$ cat config.mk
export PLATFORM = sky130hd
export DESIGN_NAME = seq_sorter_flat
export DESIGN_NICKNAME = d
export VERILOG_FILES = /design/src/rtl/seq_sorter_pkg.sv /design/src/rtl/seq_sorter_if.sv /design/src/rtl/seq_sorter_cmp_swap.sv /design/src/rtl/seq_sorter.sv /design/src/flat_wrapper.sv
export SDC_FILE = /design/constraint.sdc
export NUM_CORES = 1
export LEC_CHECK = 0
export ABC_CLOCK_PERIOD_IN_PS = 3250
export BUFFER_PORTS_ARGS = -buffer_cell sky130_fd_sc_hd__buf_4
export CAP_MARGIN = 20
export CELL_PAD_IN_SITES_DETAIL_PLACEMENT = 1
export CELL_PAD_IN_SITES_GLOBAL_PLACEMENT = 1
export CORE_UTILIZATION = 41
export CTS_BUF_LIST = sky130_fd_sc_hd__clkbuf_4 sky130_fd_sc_hd__clkbuf_8
export CTS_CLUSTER_DIAMETER = 100
export DETAILED_ROUTE_END_ITERATION = 10
export PLACE_DENSITY_LB_ADDON = 0.1
export SLEW_MARGIN = 20
export SYNTH_ARGS = -nofsm -noshare
export SYNTH_HDL_FRONTEND = slang
export SYNTH_SLANG_ARGS = --single-unit
$ cat constraint.sdc
create_clock -name clk -period 3.25 [get_ports clk]
set_input_delay 0.1625 -clock clk [delete_from_list [all_inputs] [get_ports clk]]
set_output_delay 0.1625 -clock clk [all_outputs]
set_load 0.01 [all_outputs]
$ cat src/rtl/seq_sorter_pkg.sv
// Shared types and helpers for the sequential odd-even transposition sorter.
package sorter_pkg;

    localparam int DEF_N = 8;
    localparam int DEF_W = 8;
    localparam int MAX_W = 64;

    typedef enum logic [1:0] {
        IDLE,
        SORT,
        DONE
    } state_t;

    // Flipping the sign bit maps two's complement order onto unsigned order.
    function automatic logic sorter_gt(input logic [MAX_W-1:0] a,
                                       input logic [MAX_W-1:0] b,
                                       input int               w,
                                       input logic             is_signed);
        logic [MAX_W-1:0] flip;
        flip = is_signed ? (MAX_W'(1) << (w - 1)) : '0;
        return (a ^ flip) > (b ^ flip);
    endfunction

endpackage

$ cat src/rtl/seq_sorter_if.sv
// Input/output handshake bundle of the sequential sorter.
interface seq_sorter_if
    import sorter_pkg::*;
#(
    parameter int N = DEF_N,
    parameter int W = DEF_W
);
    logic           in_valid;
    logic           in_ready;
    logic [N*W-1:0] in_data;
    logic           in_desc;
    logic           out_valid;
    logic           out_ready;
    logic [N*W-1:0] out_data;
    logic           busy;

    modport master (
        output in_valid, in_data, in_desc, out_ready,
        input  in_ready, out_valid, out_data, busy
    );

    modport slave (
        input  in_valid, in_data, in_desc, out_ready,
        output in_ready, out_valid, out_data, busy
    );
endinterface

$ cat src/rtl/seq_sorter_cmp_swap.sv
// Single compare-exchange cell: lo_out feeds the lower element index.
module cmp_swap
    import sorter_pkg::*;
#(
    parameter int W      = DEF_W,
    parameter int SIGNED = 0
) (
    input  logic [W-1:0] a,
    input  logic [W-1:0] b,
    input  logic         desc,
    output logic [W-1:0] lo_out,
    output logic [W-1:0] hi_out
);
    logic a_gt_b;
    logic b_gt_a;
    logic swap;

    assign a_gt_b = sorter_gt(MAX_W'(a), MAX_W'(b), W, SIGNED != 0);
    assign b_gt_a = sorter_gt(MAX_W'(b), MAX_W'(a), W, SIGNED != 0);

    // Strict compares in both directions keep equal elements in place.
    assign swap   = desc ? b_gt_a : a_gt_b;
    assign lo_out = swap ? b : a;
    assign hi_out = swap ? a : b;
endmodule

$ cat src/rtl/seq_sorter.sv
// Sequential sorter: loads a vector, runs N odd-even transposition passes, presents result.
module seq_sorter
    import sorter_pkg::*;
#(
    parameter int N      = DEF_N,
    parameter int W      = DEF_W,
    parameter int SIGNED = 0
) (
    input logic         clk,
    input logic         rst_n,
    seq_sorter_if.slave bus
);
    localparam int PW = $clog2(N + 1);
    localparam int NE = N / 2;
    localparam int NO = (N - 1) / 2;

    state_t          state_reg, state_next;
    logic [PW-1:0]   p_reg, p_next;
    logic            desc_reg;
    logic [W-1:0]    elem_reg  [N];
    logic [W-1:0]    pass_even [N];
    logic [W-1:0]    pass_odd  [N];
    logic            load;
    logic            last_pass;

    assign load      = (state_reg == IDLE) && bus.in_valid;
    assign last_pass = (p_reg == PW'(N - 1));

    always_ff @(posedge clk or negedge rst_n) begin
        if (!rst_n) begin
            state_reg <= IDLE;
            p_reg     <= '0;
            desc_reg  <= 1'b0;
        end else begin
            state_reg <= state_next;
            p_reg     <= p_next;
            if (load) begin
                desc_reg <= bus.in_desc;
            end
        end
    end

    always_comb begin
        state_next = state_reg;
        p_next     = p_reg;
        case (state_reg)
            IDLE: begin
                if (bus.in_valid) begin
                    // A single element is already sorted, so skip straight to DONE.
                    state_next = (N == 1) ? DONE : SORT;
                    p_next     = '0;
                end
            end
            SORT: begin
                if (last_pass) begin
                    state_next = DONE;
                end
                p_next = (p_reg == PW'(N)) ? p_reg : p_reg + PW'(1);
            end
            DONE: begin
                if (bus.out_ready) begin
                    state_next = IDLE;
                end
            end
            default: begin
                state_next = IDLE;
            end
        endcase
    end

    assign bus.in_ready  = (state_reg == IDLE);
    assign bus.out_valid = (state_reg == DONE);
    assign bus.busy      = (state_reg == SORT);

    // Even pass: pairs (0,1), (2,3), ...
    for (genvar gi = 0; gi < NE; gi++) begin : g_even
        cmp_swap #(.W(W), .SIGNED(SIGNED)) u_cell (
            .a      (elem_reg[2*gi]),
            .b      (elem_reg[2*gi+1]),
            .desc   (desc_reg),
            .lo_out (pass_even[2*gi]),
            .hi_out (pass_even[2*gi+1])
        );
    end

    // Odd pass: pairs (1,2), (3,4), ...
    for (genvar gi = 0; gi < NO; gi++) begin : g_odd
        cmp_swap #(.W(W), .SIGNED(SIGNED)) u_cell (
            .a      (elem_reg[2*gi+1]),
            .b      (elem_reg[2*gi+2]),
            .desc   (desc_reg),
            .lo_out (pass_odd[2*gi+1]),
            .hi_out (pass_odd[2*gi+2])
        );
    end

    assign pass_odd[0] = elem_reg[0];

    if (N % 2 == 1) begin : g_even_tail
        assign pass_even[N-1] = elem_reg[N-1];
    end

    if (N % 2 == 0) begin : g_odd_tail
        assign pass_odd[N-1] = elem_reg[N-1];
    end

    for (genvar gi = 0; gi < N; gi++) begin : g_elem
        always_ff @(posedge clk or negedge rst_n) begin
            if (!rst_n) begin
                elem_reg[gi] <= '0;
            end else if (load) begin
                elem_reg[gi] <= bus.in_data[gi*W +: W];
            end else if (state_reg == SORT) begin
                elem_reg[gi] <= p_reg[0] ? pass_odd[gi] : pass_even[gi];
            end
        end

        assign bus.out_data[gi*W +: W] = elem_reg[gi];
    end
endmodule

$ cat src/flat_wrapper.sv
// flat-port wrapper written by rule: the top's interface ports become plain ports
module seq_sorter_flat import sorter_pkg::*;
#(
    parameter int N      = DEF_N,
    parameter int W      = DEF_W,
    parameter int SIGNED = 0
)
  (clk, rst_n, bus_in_valid, bus_in_data, bus_in_desc, bus_out_ready, bus_in_ready, bus_out_valid, bus_out_data, bus_busy);
  seq_sorter_if #(.N(N), .W(W)) bus_i ();
  input logic clk;
  input logic rst_n;
  input wire logic [$bits(bus_i.in_valid)-1:0] bus_in_valid;
  input wire logic [$bits(bus_i.in_data)-1:0] bus_in_data;
  input wire logic [$bits(bus_i.in_desc)-1:0] bus_in_desc;
  input wire logic [$bits(bus_i.out_ready)-1:0] bus_out_ready;
  output wire logic [$bits(bus_i.in_ready)-1:0] bus_in_ready;
  output wire logic [$bits(bus_i.out_valid)-1:0] bus_out_valid;
  output wire logic [$bits(bus_i.out_data)-1:0] bus_out_data;
  output wire logic [$bits(bus_i.busy)-1:0] bus_busy;
  assign bus_i.in_valid = bus_in_valid;
  assign bus_i.in_data = bus_in_data;
  assign bus_i.in_desc = bus_in_desc;
  assign bus_i.out_ready = bus_out_ready;
  assign bus_in_ready = bus_i.in_ready;
  assign bus_out_valid = bus_i.out_valid;
  assign bus_out_data = bus_i.out_data;
  assign bus_busy = bus_i.busy;
  seq_sorter #(.N(N), .W(W), .SIGNED(SIGNED)) u_core (.clk(clk), .rst_n(rst_n), .bus(bus_i));
endmodule
# [Word-level counts from Yosys, hierarchy flattened]
# Cells that the tools add are included.
# W data, S select, Z words.
[op_classes] addsub=1 mux=52 eq_ne=12 reduce_logical=20 order_cmp=14
[op_table] operator="$mux W8" n=38
[op_table] operator="$gt A8 B8 Y1" n=14
[op_table] operator="$reduce_and A3 Y1" n=10
[op_table] operator="$reduce_bool A3 Y1" n=4
[op_table] operator="$ne A3 B3 Y1 const B" n=3
[op_table] operator="$mux W4" n=2
[op_table] operator="$ne A2 B2 Y1 const B" n=4
[op_table] operator="$pmux W4 S2" n=1
[op_table] operator="$reduce_bool A2 Y1" n=4
[op_table] operator="$mux W1" n=7
[op_table] operator="$mux W2" n=3
[op_table] operator="$pmux W2 S3" n=1
[op_table] operator="$add A4 B1 Y4 const B" n=1
[op_table] operator="$eq A4 B3 Y1 const B" n=1
[op_table] operator="$eq A4 B4 Y1 const B" n=1
[op_table] operator="$eq A2 B1 Y1 const B" n=1
[op_table] operator="$eq A2 B2 Y1 const B" n=1
[op_table] operator="$logic_not A2 Y1" n=1
[op_table] operator="$ne A2 B1 Y1 const B" n=1
[op_table] operator="$logic_and A1 B1 Y1" n=1
[totals] register_bits=71 out_inout_bits=67 inputBits=69

# [Longest topological paths before layout]
[logic_depth] ltp_word=6 ltp_mapped=10 ltp_nobuf=9

# [Hierarchy]
# A second synthesis with hierarchy kept.
[hier_totals] cells_unflattened=794 hier_area_um2=7907.6
[modules_own_cells] module="seq_sorter" cells_each=451 area_per_inst_um2=4535.6 instances=1 seq_area_each_um2=1776.7
[modules_own_cells] module="cmp_swap" cells_each=49 area_per_inst_um2=481.7 instances=7 seq_area_each_um2=0.0

# [Least setup slack after synthesis]
# No wires, ideal clock.
[synth_timing] kind="flip-flop to flip-flop" from="reg u_core.elem_reg, in the netlist u_core.bus.out_data[49]" to="reg u_core.elem_reg, in the netlist u_core.bus.out_data[48]" required_ns=3.169 stages_incl_launch_ff=10 path_buffers=0 setup_slack_ns=0.792 setup_time_ns=0.081 t_arrival_ns=2.377 period_less_slack_ns=2.458 cell_sequence="dfrtp_1 > inv_1 > ha_1 > nor2b_4 > o211ai_2 > a21oi_2 > o311a_1 > or2_4 > o311ai_4 > mux2i_1"
[synth_between] elab_chain_cells=4 elab_cells_between_ends=9
[synth_lines] item="from (decl)" line_no="seq_sorter.sv:20" text="logic [W-1:0] elem_reg [N];"
[synth_lines] item="from (signal, indexed assignment)" line_no="seq_sorter.sv:112" text="elem_reg[gi] <= bus.in_data[gi*W +: W];"
[synth_lines] item="from (signal, indexed assignment)" line_no="seq_sorter.sv:114" text="elem_reg[gi] <= p_reg[0] ? pass_odd[gi] : pass_even[gi];"
[synth_lines] item="$gt A8 B8 Y1" line_no="seq_sorter_pkg.sv:21" text="return (a ^ flip) > (b ^ flip);"
[synth_lines] item="$mux W1" line_no="seq_sorter_cmp_swap.sv:22" text="assign swap = desc ? b_gt_a : a_gt_b;"
[synth_lines] item="$ne A3 B3 Y1 (no source line) or $reduce_bool A3 Y1 (tied branches)"
[synth_lines] item="$reduce_and A3 Y1 (no source line) (*)"
# Every way passes the cells marked *; elsewhere a longest branch is shown, timed or not.
# A chain may end at the register's enable or synchronous reset.

# [Worst setup path after layout]
[layout_timing] from="reg u_core.elem_reg, in the netlist u_core.bus.out_data[41]" to="reg u_core.elem_reg, in the netlist u_core.bus.out_data[42]"
# The elaborated chain is that of the path after synthesis.

==> metrics.md <==
| Metric | Value |
|---|---|
| Status | completed |
| WP data arrival | 3.15 ns |
| GR Util met3 | 0.0403 |
| Layout Skew | 0.00822 ns |
| Initial drt markers | 213 |
| Worst-margin pin slew | 1.00 ns |
| # resized after CTS | 0 |
| DR WL/cell | 20.2 um |
| Synth Instances | 579 |
| Total track usage | 0.282 |
| Clock slew at reported path FFs | 0.08 ns |
| FFs w/ async S/R, synth | 1.00 |
| Hold Vio Cnt, Final | 0 |
| Largest net degree at the start of global routing | 72 |
| Yosys reg bits | 71 |
| DRC Markers | 0 |
| Vias/cell | 5.55 |
| Vias | 4,935 |
| Post-synth cell types | 43 |
| DIE WIDTH | 116 um |
| Clock latency on the worst-skew pair | 0.37 ns |
| Die area | 0.0134 sq mm |
| Final min period | 2.87 ns |
| Fill count | 1,516 |
| Largest register FFs | 64 |
| Final Cycle Share | 0.882 |
| Pwr dens | 1330 mW/mm^2 |
| Hold Buf Count CTS | 2 |
| Worst min-delay path category | in2reg |
| Syn Nets | 706 |
| Die Y | 116 um |
| Final setup fails | 0 |
| Total CTS buffers | 9 |
| Area delta synth->final | 26.8% |
| Met1 Use GR | 0.341 |
| Non-filler cells, final | 889 |
| CTS tree | done |
| Fin Setup TNS | 0 ns |
| Peak VDD IR | 0.467 mV |
| Clock root buffer | clkbuf_8 |
| Post-CTS Setup Bufs | 0 |
| Met2 Resource Use GR | 0.501 |
| Dpl cells | 871 |
| CP Launch Type | flop |
| Final Slew Violations | 0 |
| Most frequent cells in the layout | 145 x buf_4, 96 x mux2i_1, 81 x a21oi_1, 70 x dfrtp_1, 64 x nor2_1 |
| Share of the yosys chip area belonging to registers | 0.336 |
| Fmax | 349 MHz |
| Hpwl dp | 13,500 um |
| Clock tree buffer depth | 2 |
| Dominant synthesized flop cell | dfrtp_1 |
| Starting Density | 0.419 |
| Clk sinks | 71 |
| Drt pass-1 iters | 4 |
| Top Usage Layer GRT | met2 |
| H-tree Lvls | 3 |
| RSZ-0062 raised after global routing | no |
| Share of cells above drive strength 1 | 0.254 |
| Core area | 0.0126 sq mm |
| Relative slew slack | 0.333 |
| Net count, final | 839 |
| Placed inst area | 0.00650 sq mm |
| Antenna violations before repair | 0 |
| FF/Latch Area | 0.00178 sq mm |
| Commonest non-fill, non-tap cell in the layout | buf_4 |
| Routed wire length | 17,900 um |
| Final ANT Viol Nets | 0 |
| Max FO, Critical Path | 8 |
| Core Rows | 41 |
| Number of synthesized flops with an enable pin | 0 |
| Final instance area | 0.00671 sq mm |
| P_leak | 3.45 nW |
| IO Pins | 136 |
| Global-route wire length before repair | 28,200 um |
| Req. time, crit path | 3.54 ns |
| Yosys warns | 0 |
| GRT overflow | 0 |
| GP Congestion | 0.839 |
| Netlist area before placement | 0.00529 sq mm |
| Port Buf Inserts | 135 |
| Multi-input gate area | 0.00318 sq mm |
| Setup CP Type | reg2reg |
| CP Capture Type | flop |
| Number of global-route vias before repair | 5,200 |
| Number of max-cap violations | 0 |
| Mean Syn Cell Area | 9.14 sq um |
| Number of inserted diodes | 0 |
cell type report:
cell class              count  share of cell area
multi-input cells         421               0.474
well taps                 172              0.0321
inverters                  62              0.0347
clock buffers              16              0.0291
repair buffers            147               0.165
flip-flops and latches     71               0.265
per-layer routing:
layer / vias up / wire length (um)
li1: 2343 / -
met1: 2429 / 7680
met2: 130 / 9080
met3: 33 / 690
met4: 0 / 490
met5: - / 0
worst max-delay path: stages, from the launching register on:
cell      delay [ns]
dfrtp_1         0.47
inv_1           0.10
ha_1            0.31
nor2b_1         0.14
o211ai_1        0.15
a21oi_1         0.10
o311ai_0        0.79
nor3b_1         0.28
buf_4           0.23
mux2i_1         0.22
report_power, final:
part / total [W] / switching [W] / internal [W]
logic: 0.00590 / 0.00311 / 0.00279
registers: 0.00227 / 0.000889 / 0.00138
clock network: 0.000742 / 0.000365 / 0.000376
total: 0.00891 / 0.00436 / 0.00454
synthesized netlist by cell type (3+ instances only):
master	instances	area [sq um]
mux2i_1	96	961
a21oi_1	81	405
dfrtp_1	71	1780
nor2_1	64	240
inv_1	62	233
ha_1	58	726
o22ai_1	18	113
nand4_1	15	93.8
clkbuf_1	14	52.6
nand2_1	11	41.3
o21ai_0	11	55.1
a31oi_1	8	50.1
buf_2	7	35.0
nor2b_1	6	37.5
o211ai_1	5	37.5
buf_1	4	15.0
nand3_1	3	15.0
nor3_1	3	15.0
nor4_1	3	18.8
o21a_1	3	22.5
or2_2	3	18.8
kinds of logic after synthesis:
logic type                 synth area share
buffers and inverters                0.0634
DFF                                   0.336
xor gates and xnor gates            0.00166
muxes                                 0.182
adders and majority gates             0.137
and+or+nand+nor                       0.113
AOI/OAI and AO/OA                     0.168
worst paths after layout:
| check | slack [ns] | endpoint | start | cells past startpoint |
|---|---|---|---|---|
| max | 0.38 | u_core.bus.out_data[42] | u_core.bus.out_data[41] | 9 |
| min | 0.07 | u_core.bus.out_data[36] | bus_in_data[36] | 3 |
| max reg2reg | 0.38 | u_core.bus.out_data[42] | u_core.bus.out_data[41] | 9 |
| min reg2reg | 0.57 | u_core.bus.out_data[25] | u_core.bus.out_data[25] | 2 |
| max in group asynchronous | 2.03 | u_core.p_reg[0] | rst_n | 2 |
| min in group asynchronous | 0.47 | u_core.bus.out_data[6] | rst_n | 2 |
metrics by stage:
stage / setup slack, ns / utilization / hold slack [ns] / total power (W)
global route: 0.188 / 0.532 / 0.0743 / 0.00967
finish: 0.384 / 0.532 / 0.0702 / 0.00891
floorplan: 0.792 / - / -0.133 / 0.00604
CTS: 0.319 / 0.532 / 0.0592 / 0.00896
detailed placement: 0.379 / 0.515 / 0.376 / 0.00817
global placement: 0.450 / 0.515 / 0.364 / 0.00788
(Power assumes the default switching activity.)
